[config.mk]
export PLATFORM = sky130hd
export DESIGN_NAME = spi_ram
export DESIGN_NICKNAME = d
export VERILOG_FILES = /design/src/rtl/spi_ram.sv
export SDC_FILE = /design/constraint.sdc
export NUM_CORES = 2
export LEC_CHECK = 0
export ABC_AREA = 1
export CORE_AREA = 5 5 573 433
export DETAILED_ROUTE_END_ITERATION = 16
export DIE_AREA = 0 0 578 438
export GPL_TIMING_DRIVEN = 0
export PLACE_DENSITY = 0.61
export SYNTH_ARGS = -nofsm -noshare
export SYNTH_HDL_FRONTEND = slang
export SYNTH_SLANG_ARGS = --single-unit
[constraint.sdc]
create_clock -name clk -period 2.5 [get_ports clk]
set_input_delay 0.75 -clock clk [delete_from_list [all_inputs] [get_ports clk]]
set_output_delay 0.75 -clock clk [all_outputs]
set_load 0.01 [all_outputs]
[src/rtl/spi_ram.sv]
// SPI-slave backing RAM: decodes 10-bit words into write/read address and data commands.
// Latency 1 cycle from rx_valid to dout/tx_valid/cmd_err; no backpressure, a word is accepted every cycle.
module spi_ram #(
  parameter int MEM_DEPTH = 256,
  parameter int ADDR_SIZE = 8
) (
  input  logic       clk,
  input  logic       rst_n,
  input  logic [9:0] din,
  input  logic       rx_valid,
  output logic [7:0] dout,
  output logic       tx_valid,
  output logic       cmd_err
);

  typedef enum logic [1:0] {
    CMD_WR_ADDR = 2'b00,
    CMD_WR_DATA = 2'b01,
    CMD_RD_ADDR = 2'b10,
    CMD_RD_DATA = 2'b11
  } cmd_t;

  cmd_t                 cmd;
  logic [ADDR_SIZE-1:0] addr_in;
  logic [ADDR_SIZE-1:0] wr_addr;
  logic [ADDR_SIZE-1:0] rd_addr;
  logic                 wr_vld;
  logic                 rd_vld;
  logic                 wr_in_range;
  logic                 rd_in_range;
  logic                 wr_en;
  logic [7:0]           rd_dat;

  logic [7:0] mem [MEM_DEPTH];

  assign cmd     = cmd_t'(din[9:8]);
  assign addr_in = din[ADDR_SIZE-1:0];

  // Addresses past MEM_DEPTH are legal on the wire but map to no storage.
  assign wr_in_range = (32'(wr_addr) < MEM_DEPTH);
  assign rd_in_range = (32'(rd_addr) < MEM_DEPTH);

  assign wr_en  = rst_n && rx_valid && (cmd == CMD_WR_DATA) && wr_in_range;
  assign rd_dat = rd_in_range ? mem[rd_addr] : 8'h00;

  // Storage is deliberately outside reset so contents survive rst_n.
  always_ff @(posedge clk) begin
    if (wr_en) begin
      mem[wr_addr] <= din[7:0];
    end
  end

  always_ff @(posedge clk) begin
    if (!rst_n) begin
      dout     <= 8'h00;
      tx_valid <= 1'b0;
      cmd_err  <= 1'b0;
      wr_addr  <= '0;
      rd_addr  <= '0;
      wr_vld   <= 1'b0;
      rd_vld   <= 1'b0;
    end else begin
      tx_valid <= 1'b0;
      cmd_err  <= 1'b0;
      if (rx_valid) begin
        unique case (cmd)
          CMD_WR_ADDR: begin
            wr_addr <= addr_in;
            wr_vld  <= 1'b1;
          end
          CMD_WR_DATA: begin
            wr_vld  <= 1'b0;
            cmd_err <= !wr_vld;
          end
          CMD_RD_ADDR: begin
            rd_addr <= addr_in;
            rd_vld  <= 1'b1;
          end
          CMD_RD_DATA: begin
            dout     <= rd_dat;
            tx_valid <= 1'b1;
            rd_vld   <= 1'b0;
            cmd_err  <= !rd_vld;
          end
        endcase
      end
    end
  end

endmodule

==> summary.txt <==
Route
  • Final ANT Viol Nets: 0
  • Drt first pass iters: 6
  • Final WL: 339000 um
  • Post-route DRC: 0
  • Drt wl/cell: 31.4 um
  • Iteration-0 DRC Markers: 11.3k
  • Total number of vias: 62.6k
  • DR vias/cell: 5.79

Synth
  • Post-synthesis area per instance: 11.8 um2
  • Synthesis Warnings: 0
  • Synthesized netlist cell count: 7115
  • Post-synthesis cell type count: 18
  • Syn nets: 7128
  • Cell area after synthesis: 84200 um2
  • Flops & latches, synth: 2076
  • Post-synthesis sequential area ratio: 73.7%

Timing
  • Slew Limit Headroom: 1.85%
  • Setup ws final: -0.237 ns
  • RSZ-0062 raised after global routing: true
  • Fin crit share: 109%
  • Actual slew at the worst max-slew pin: 1.47 ns
  • FMAX: 365 MHz
  • Max Clock Skew: 0.0774 ns
  • Final setup fails: 624
  • Final Hold Fails: 0
  • Max-slew violations: 0
  • WHS: 0.238 ns
  • Tmin final: 2.74 ns

Setup path
  • RR Endpoint: dout[6]
  • Critical Path RT: 3.31 ns
  • Critical path type: reg -> reg
  • Arrival @ worst endpoint: 3.55 ns
  • CP Capture Type: register
  • CP Max Fanout: 10
  • Worst R2R Start: rd_addr[2]
  • Setup crit start kind: register
  • Cells on worst reg2reg path: 13
  • Worst R2R Setup Slack: -0.24 ns

CTS
  • Clk buf depth: 3
  • CTS tree: built
  • Clock Sinks: 2076
  • Root Driver: clkbuf_16
  • Skew-Pair Late Insertion Delay: 0.87 ns
  • CTS Buf Count: 198
  • Clock slew at reported path FFs: 0.07 ns
  • Htree depth: 4

Floorplan
  • I/O Pins: 23
  • Core Area: 242000 um2
  • Num rows: 157
  • Initial cell density of the core: 34.7%
  • Full die area: 253000 um2
  • Die height: 438 um
  • Die X: 578 um

GRT
  • First-pass GRT wire length: 456000 um
  • GRT Util Overall: 25.8%
  • Grt ovf: 0
  • Pin count of the biggest net entering global routing: 135
  • Vias in the first global route: 56.1k
  • Initial antenna violation count: 10

Finish
  • P&R area growth vs syn: 20.2%
  • Fillers: 22.4k
  • Final nets: 7388
  • Area of the multi-input gates: 23200 um2
  • Finished Cell Area: 101000 um2
  • Most frequent cells in the layout: nand2_1, edfxtp_1, nand3_1, nand3_2, nor2_4
  • Storage element area: 62100 um2
  • Most common cell after layout, fill and taps aside: nand2_1
  • Layout cells sized above 1: 17.9%

Run
  • Max cap viols: 0

Pwr
  • Final Power: 74.1 mW
  • LEAKAGE: 34.6 nW
  • Share of power burned in registers: 51.6%
  • Net Switching: 18.4 mW
  • Clock share of power: 39.7%
  • Internal Power: 55.6 mW
  • IR drop worst, VDD: 746 uV
  • Switching share of total power: 24.9%
  • Pwr dens: 732 nW/um2
  • Combinational Power Share: 8.7%

Min path
  • Worst min-delay path category: in -> reg
  • Hold Path Sink: mem[157][4]
  • Hold Crit Depth: 1
  • Hold Path Origin: din[4]

Placement
  • IO buf count: 21
  • Placed inst area: 89000 um2
  • Setup Slack @ Placement: -2.48 ns
  • Post-detail-place hpwl: 231000 um
  • Final Wtd Congestion: 1.00

Outcome
  • Status: finished with violations
  • Failing checks: negative setup slack
==> flip-flops by register name (all words and copies together), names as in the netlist <==
register	flops
tx_valid	1
rd_vld	1
wr_vld	1
dout	8
mem	2048
rd_addr	8
wr_addr	8
cmd_err	1
==> repair_timing <==
item                                     CTS  global route
pin swaps                                 46            39
hold buffers                               0             0
endpoints found under the hold margin      0             0
resized for setup                       1284           347
gates cloned                               1             1
endpoints found under the setup margin  2047          1744
setup buffers                              4            15
==> final cells by class <==
cell class / count / area share (%)
inverter: 57 / 0.241
sequential: 2076 / 61.3
buffer: 487 / 4.30
clock buffer: 262 / 5.27
multi-input combinational: 4494 / 22.9
clock inverter: 96 / 0.785
timing repair buffer: 61 / 1.11
antenna: 7 / 0.0173
tap: 3259 / 4.03
==> per-layer routing <==
layer	part of all wire, %	routed length (um)	global-route usage, %
met1	39	131000	36.6
met2	40	135000	34.8
met3	17	58100	11.0
met4	4.2	14300	9.46
met5	0.015	50	0
==> Yosys cell counts, drive strengths merged <==
master	number	area, um2
a21oi	17	85.1
buf	378	2020
clkbuf	110	413
clkinv	5	18.8
dfxtp	28	561
edfxtp	2048	61500
inv	52	198
nand2	2143	8040
nand3	2026	10100
nand4	1	6.26
nor2	290	1090
o21ai	16	80.1
o22ai	1	6.26
==> worst max-delay path: stages (launching register included) <==
cell and delay (ns):
dfxtp_1 0.31, buf_4 0.22, buf_4 0.34, clkbuf_4 0.40, nand3_1 0.28, nand3_1 0.17, nand3_1 0.18, nand3_1 0.22
nand3_1 0.09, nand2_1 0.08, nand2_1 0.06, nand3_2 0.16, nand2_1 0.07, inv_1 0.05
==> through the flow <==
stage	TNS (ns)	cells	util, %
2_1_floorplan	-11.15	7115	-
3_3_place_gp	-	10400	36.5
3_5_place_dp	-3594.04	10400	36.7
4_1_cts	-112.65	10800	41.0
5_1_grt	-6.67	10800	41.7
6_report	-25.84	10800	41.7
==> power groups by stage <==
| stage | Clock [mW] | Combinational, mW | Sequential, mW |
|---|---|---|---|
| after CTS | 29.3 | 5.88 | 38.3 |
| after global routing | 30.7 | 6.49 | 38.2 |
| after floorplan | 0 | 2.31 | 39.0 |
| final | 29.4 | 6.42 | 38.3 |
| after global placement | 0 | 5.14 | 39.5 |
| after detailed placement | 0 | 5.27 | 39.0 |
==> worst max path at each step <==
stage / start / end / slack [ns] / cells past startpoint
5_1_grt: rd_addr[0] / dout[6] / -0.19 / 15
2_1_floorplan: rst_n / mem[187][0] / -0.02 / 7
4_1_cts: wr_addr[5] / mem[168][5] / -0.28 / 4
3_3_place_gp: din[6] / mem[200][6] / -8.63 / 1
3_5_place_dp: rst_n / mem[223][6] / -2.48 / 7
6_report: rd_addr[2] / dout[6] / -0.24 / 13
==> logic make-up after synthesis <==
kind of cell    count (synthesis)  share of synthesized area [%]
compound gates                 34                          0.204
flops                        2076                           73.7
buf+inv                       545                           3.15
simple gates                 4460                           22.9
Power figures use the tool's default switching activity.
